File: src/rtl/uart_pkg.sv
// Shared UART types, constants and helpers.
// Used by the transmitter and by the bench-side receiver.
package uart_pkg;

  typedef enum logic [2:0] {
    IDLE,
    START,
    DATA,
    PARITY,
    STOP
  } uart_tx_state_e;

  localparam int UART_DATA_BITS = 8;

  function automatic int frame_cycles(input int clks, input int par_en, input int stop_bits);
    return (1 + UART_DATA_BITS + par_en + stop_bits) * clks;
  endfunction

  function automatic logic calc_parity(input logic [7:0] data, input logic odd);
    return (^data) ^ odd;
  endfunction

endpackage

File: src/rtl/uart_tx_fifo.sv
// Purpose: synchronous FIFO, head word visible on pop_dat while not empty.
// Latency: a pushed word is poppable on the cycle after the push edge.
// Backpressure: full blocks pushes and empty blocks pops; count is occupancy.
module uart_tx_fifo #(
  parameter int WIDTH = 8,
  parameter int DEPTH = 16
) (
  input  logic                           clk,
  input  logic                           reset,
  input  logic                           push,
  input  logic [WIDTH-1:0]               push_dat,
  input  logic                           pop,
  output logic [WIDTH-1:0]               pop_dat,
  output logic                           full,
  output logic                           empty,
  output logic [$clog2(DEPTH+1)-1:0]     count
);

  localparam int AW = $clog2(DEPTH);
  localparam int CW = $clog2(DEPTH + 1);

  logic [WIDTH-1:0] mem [DEPTH];
  logic [AW-1:0]    wr_ptr;
  logic [AW-1:0]    rd_ptr;
  logic             do_push;
  logic             do_pop;

  assign full    = (count == CW'(DEPTH));
  assign empty   = (count == '0);
  assign do_push = push && !full;
  assign do_pop  = pop && !empty;
  assign pop_dat = mem[rd_ptr];

  // DEPTH is a power of two, so the pointers wrap by natural overflow.
  always_ff @(posedge clk) begin
    if (reset) begin
      wr_ptr <= '0;
      rd_ptr <= '0;
      count  <= '0;
    end else begin
      if (do_push) wr_ptr <= wr_ptr + 1'b1;
      if (do_pop)  rd_ptr <= rd_ptr + 1'b1;
      count <= count + CW'(do_push) - CW'(do_pop);
    end
  end

  always_ff @(posedge clk) begin
    if (do_push) mem[wr_ptr] <= push_dat;
  end

endmodule

File: src/rtl/uart_xmtr.sv
// Purpose: UART transmitter, byte stream in, LSB-first async frames out on txd.
// Latency: byte accepted at edge N into an idle, empty block drives the start bit after edge N+1.
// Backpressure: s_ready drops while the FIFO is full; cts only gates the start of new frames.
module uart_xmtr
  import uart_pkg::*;
#(
  parameter int CLKS_PER_BIT = 868,
  parameter int FIFO_DEPTH   = 16,
  parameter int PARITY_EN    = 0,
  parameter int PARITY_ODD   = 0,
  parameter int STOP_BITS    = 1
) (
  input  logic                              clk,
  input  logic                              reset,
  input  logic [7:0]                        s_data,
  input  logic                              s_valid,
  output logic                              s_ready,
  input  logic                              cts,
  output logic                              txd,
  output logic                              busy,
  output logic [$clog2(FIFO_DEPTH+1)-1:0]   fifo_count
);

  localparam int               CNT_W     = $clog2(CLKS_PER_BIT);
  localparam int               CW        = $clog2(FIFO_DEPTH + 1);
  localparam logic [CNT_W-1:0] CNT_LAST  = CNT_W'(CLKS_PER_BIT - 1);
  localparam logic             PAR_ODD   = (PARITY_ODD != 0);
  localparam logic             LAST_STOP = (STOP_BITS == 2);

  uart_tx_state_e   state, state_d;
  logic [CNT_W-1:0] baud_cnt, baud_cnt_d;
  logic [2:0]       bit_idx, bit_idx_d;
  logic [7:0]       sh, sh_d;
  logic             par_bit, par_bit_d;
  logic             stop_idx, stop_idx_d;
  logic             txd_d;
  logic             ready_q;

  logic             push;
  logic             pop;
  logic [7:0]       head_dat;
  logic             fifo_full;
  logic             fifo_empty;
  logic [CW-1:0]    count_nxt;
  logic             can_start;
  logic             bit_end;

  uart_tx_fifo #(
    .WIDTH (8),
    .DEPTH (FIFO_DEPTH)
  ) u_fifo (
    .clk      (clk),
    .reset    (reset),
    .push     (push),
    .push_dat (s_data),
    .pop      (pop),
    .pop_dat  (head_dat),
    .full     (fifo_full),
    .empty    (fifo_empty),
    .count    (fifo_count)
  );

  assign s_ready   = ready_q;
  assign push      = s_valid && ready_q && !fifo_full;
  assign can_start = !fifo_empty && cts;
  assign bit_end   = (baud_cnt == CNT_LAST);
  assign busy      = (state != IDLE) || (fifo_count != '0);
  assign count_nxt = fifo_count + CW'(push) - CW'(pop);

  always_comb begin
    state_d    = state;
    baud_cnt_d = baud_cnt + 1'b1;
    bit_idx_d  = bit_idx;
    sh_d       = sh;
    par_bit_d  = par_bit;
    stop_idx_d = stop_idx;
    pop        = 1'b0;

    unique case (state)
      IDLE: begin
        baud_cnt_d = '0;
        if (can_start) begin
          pop     = 1'b1;
          state_d = START;
        end
      end
      START: begin
        if (bit_end) begin
          baud_cnt_d = '0;
          bit_idx_d  = '0;
          state_d    = DATA;
        end
      end
      DATA: begin
        if (bit_end) begin
          baud_cnt_d = '0;
          sh_d       = {1'b0, sh[7:1]};
          bit_idx_d  = bit_idx + 1'b1;
          if (bit_idx == 3'(UART_DATA_BITS - 1)) begin
            stop_idx_d = 1'b0;
            state_d    = (PARITY_EN != 0) ? PARITY : STOP;
          end
        end
      end
      PARITY: begin
        if (bit_end) begin
          baud_cnt_d = '0;
          stop_idx_d = 1'b0;
          state_d    = STOP;
        end
      end
      STOP: begin
        if (bit_end) begin
          baud_cnt_d = '0;
          if (stop_idx != LAST_STOP) begin
            stop_idx_d = 1'b1;
          end else if (can_start) begin
            // Back-to-back frames: next start bit follows the last stop cycle directly.
            pop     = 1'b1;
            state_d = START;
          end else begin
            state_d = IDLE;
          end
        end
      end
      default: state_d = IDLE;
    endcase

    if (pop) begin
      sh_d      = head_dat;
      par_bit_d = calc_parity(head_dat, PAR_ODD);
    end
  end

  // txd is registered from the next-state view so it changes on the same edge as the FSM.
  always_comb begin
    txd_d = 1'b1;
    case (state_d)
      START:   txd_d = 1'b0;
      DATA:    txd_d = sh_d[0];
      PARITY:  txd_d = par_bit_d;
      default: txd_d = 1'b1;
    endcase
  end

  always_ff @(posedge clk) begin
    if (reset) begin
      state    <= IDLE;
      baud_cnt <= '0;
      bit_idx  <= '0;
      sh       <= '0;
      par_bit  <= 1'b0;
      stop_idx <= 1'b0;
      txd      <= 1'b1;
      ready_q  <= 1'b0;
    end else begin
      state    <= state_d;
      baud_cnt <= baud_cnt_d;
      bit_idx  <= bit_idx_d;
      sh       <= sh_d;
      par_bit  <= par_bit_d;
      stop_idx <= stop_idx_d;
      txd      <= txd_d;
      ready_q  <= (count_nxt < CW'(FIFO_DEPTH));
    end
  end

endmodule
File: config.mk
export PLATFORM = sky130hd
export DESIGN_NAME = uart_xmtr
export DESIGN_NICKNAME = d
export VERILOG_FILES = /design/src/rtl/uart_pkg.sv /design/src/rtl/uart_tx_fifo.sv /design/src/rtl/uart_xmtr.sv
export SDC_FILE = /design/constraint.sdc
export NUM_CORES = 1
export LEC_CHECK = 0
export BUFFER_PORTS_ARGS = -buffer_cell sky130_fd_sc_hd__buf_2
export CAP_MARGIN = 5
export CORE_ASPECT_RATIO = 0.7
export CORE_MARGIN = 1
export CORE_UTILIZATION = 61
export DETAILED_ROUTE_END_ITERATION = 10
export GPL_TIMING_DRIVEN = 0
export HOLD_SLACK_MARGIN = 0.05
export PLACE_DENSITY = 0.89
export SYNTH_ARGS = -nofsm -noshare
export SYNTH_HDL_FRONTEND = slang
export SYNTH_SLANG_ARGS = --single-unit
File: constraint.sdc
create_clock -name clk -period 4 [get_ports clk]
set_clock_uncertainty 0.15 [all_clocks]
set_input_delay 0.4 -clock clk [delete_from_list [all_inputs] [get_ports clk]]
set_output_delay 0.4 -clock clk [all_outputs]
set_load 0.02 [all_outputs]
==> results.md <==
* Outcome: complete, no violations
* DRC viols at 0
* Proportion of layout cells with a drive suffix above 1 at 0.183
* Max-Cap Viols at 0
* Area of the core at 11100 µm²
* Root buf cell: clkbuf_16
* CTS tree: built
* Final setup TNS at 0 ns
* Least-Margin Pin Slew at 0.896 ns
* Final Hold Vio Count at 0
* P&R area growth vs syn at 13.1%
* F_max at slightly below 300 MHz
* CP Buf/Inv Count at 2
* Cell Area, Synth at around 7000 µm²
* Primary FF master, synth: edfxtp_1
* IO Count at 20
* Synthesized Nets at roughly 490
* Clk buf depth at 2
* Crit Reg-Reg Endpoint: u_fifo.count[4]
* Slew headroom at 0.398
* First-pass GRT wire length at 21.8 mm
* Die area at ~12000 µm²
* Max VDD drop at 387 µV
* Leak at approximately 2.6 nW
* Pin count of the biggest net entering global routing at 17
* DRT Wirelength at 14.3 mm
* GRT Residual Overflow at 0
* DRT antenna net count at 0
* # diodes at 0
* Synthesized instance count at ~460
* CP most frequent cell: nor2_1
* Vias in the first global route at 4023
* EDFF count, synth at 128
* CTS buffer count at 17
* DR vias at ~4000
* Stages on worst setup path at 14
* Gr usage total at 0.265
* Sequence of cells on the critical path: ha_1 > or3b_1 > o41ai_2 > nand3_1 > nand2_1 > ha_1 > inv_1 > fa_1 > inv_1 > a21oi_1 > nor2_1 > nor2_1 > xnor2_1 > nor2_1
* WL/cell at 21.4 µm
* WP data required at 4.15 ns
* Netlist cell types at 44
* Data arrival time of the worst path at roughly 3.5 ns
* Vias per Instance at 6.01
* Tcrit/Tclk final at 0.848
* Port Buffer Count at 18
* CP max-delay cell: o41ai_2
* Post-CTS Hold Buffers at 0
* Final Max Tran Viols at 0
* Utilization after layout at 0.713
* CP Max Fanout at 6
* Detailed Routing Iterations Pass 1 at 5
* WHS at ~0.19 ns
* Nets at about 530
* Die W at 130 µm
* Starting Density at 0.630
* 1st-iter DRT viols at 361
* Async SR Flop Fraction at 0
* Pwr Density at 639 nW/µm²
* R2r worst-path depth at 14
* Clock sinks at 172
* Overall power at 5.03 mW
* Critical path class: reg -> reg
* Critical path startpoint: baud_cnt[0]
* Synth Register Bits at between 150 and 200
* Reg-to-reg slack, setup at 0.61 ns
* H-tree levels at 4
* Tmin final at between 3 and 4 ns
* HP Class: in -> reg
* Sequential area share after synthesis at 0.678
* Antenna violations before repair at 0
* Core Rows at 32
* Post-CTS setup buffers at 0
* HPWL after DPL at 9.28 mm
* CP delay by family, top: simple AND/OR/NAND/NOR gates
* Gp weighted congestion at 0.855
* Clock Latency Late Sink at 0.42 ns
* Critical Path Sink: u_fifo.count[4]
* Chip height at 91.4 µm
* CP max stage delay at 0.61 ns
* Final setup fails at 0
* Reg2Reg Launch Point: baud_cnt[0]
* Reg clk slew, reported paths at around 0.070 ns
* Yosys Warn Count at 0
* Unrepaired setup endpoints after global routing: no
* CP endpoint kind: register
* Mean Syn Cell Area at 15.1 µm²
* CP Launch Type: register
-- cell usage after synthesis (6+ instances only) --
cell type	n	area, µm²
edfxtp_1	128	3840
nor2_1	60	225
dfxtp_1	44	881
mux4_2	32	721
nand2_1	32	120
xnor2_1	17	149
a22oi_1	16	120
ha_1	14	175
inv_1	14	52.6
clkbuf_1	13	48.8
a21oi_1	10	50.1
xor2_1	9	78.8
nand3_1	7	35.0
a311oi_1	6	52.6
buf_2	6	30.0
-- layer usage --
layer	GRT usage	part of all wire	up-vias
met5	0	0	-
met4	0.0698	0.014	0
met3	0.0807	0.084	22
met2	0.403	0.47	168
met1	0.374	0.43	2007
li1	-	-	1820
-- flip-flops by register name, summed over array words and instances, names as in the netlist, named ones only --
register and cells:
u_fifo.mem 128, baud_cnt 10, sh 8, u_fifo.count 5, u_fifo.rd_ptr 4, u_fifo.wr_ptr 4
bit_idx 3, state 3, par_bit 1, s_ready 1, txd 1
-- metrics by stage --
step,cell area (µm²),cells,setup WS (ns)
2_1_floorplan,6970,461,0.913
5_1_grt,7880,668,0.388
3_5_place_dp,7250,632,0.255
3_3_place_gp,7250,632,0.372
4_1_cts,7850,664,0.226
6_report,7880,668,0.610
-- how the worst min path moves through the flow --
stage                            from              end  cells after the start
after CTS                       reset  u_fifo.count[0]                      2
after detailed placement  baud_cnt[0]      baud_cnt[0]                      1
after global routing            reset         state[2]                      2
after global placement    baud_cnt[0]      baud_cnt[0]                      1
final                           reset  u_fifo.count[0]                      2
after floorplan           baud_cnt[0]      baud_cnt[0]                      1
-- cell type report --
cell class,instances,area [µm²]
inverters,14,52.6
well taps,153,191
fillers,714,3170
plain buffers,22,97.6
flip-flops and latches,172,4720
clock inverters,13,166
repair buffers,22,118
clock buffers,19,433
multi-input cells,253,2100
-- report_power, final --
group	switching [mW]	internal, mW	leakage (nW)	total (mW)
Clock	0.687	0.988	0.281	1.67
Sequential	0.0710	2.02	1.51	2.09
Combinational	0.712	0.560	0.842	1.27
Total	1.47	3.56	2.63	5.03
-- cell families (layout without fill, tap and decap cells) --
group           Yosys count  in the layout  share of synthesized area
mux                      34             34                      0.106
compound gates           47             47                     0.0483
buf+inv                  36             90                     0.0216
flops                   172            172                      0.678
fa+ha+maj                16             16                     0.0295
simple gates            130            130                     0.0833
xor+xnor                 26             26                     0.0327
-- cell usage in the layout, fill, tap and decap left out, drive strengths merged, types with 2 or more instances in the layout --
cell | netlist | final
a21o | 3 | 3
or3 | 3 | 3
a311oi | 6 | 6
xor2 | 9 | 9
bufinv | 0 | 3
edfxtp | 128 | 128
inv | 14 | 17
nand4 | 4 | 4
nor2 | 60 | 60
and2 | 2 | 2
a22oi | 16 | 16
or3b | 2 | 2
ha | 14 | 14
buf | 9 | 29
mux2i | 2 | 2
a21oi | 10 | 10
xnor2 | 17 | 17
a211oi | 2 | 2
nor3 | 5 | 5
clkinv | 0 | 3
clkbuf | 13 | 34
mux4 | 32 | 32
a31oi | 2 | 2
nand2b | 4 | 4
nor2b | 5 | 5
and3 | 2 | 2
dfxtp | 44 | 44
nand3 | 7 | 7
clkinvlp | 0 | 4
nand2 | 32 | 32
-- repair_timing --
action	CTS	global route
endpoints found under the hold margin	0	0
setup endpoints to repair	0	1
resized for setup	0	1
Note: power is estimated with default switching activity, not from simulation.
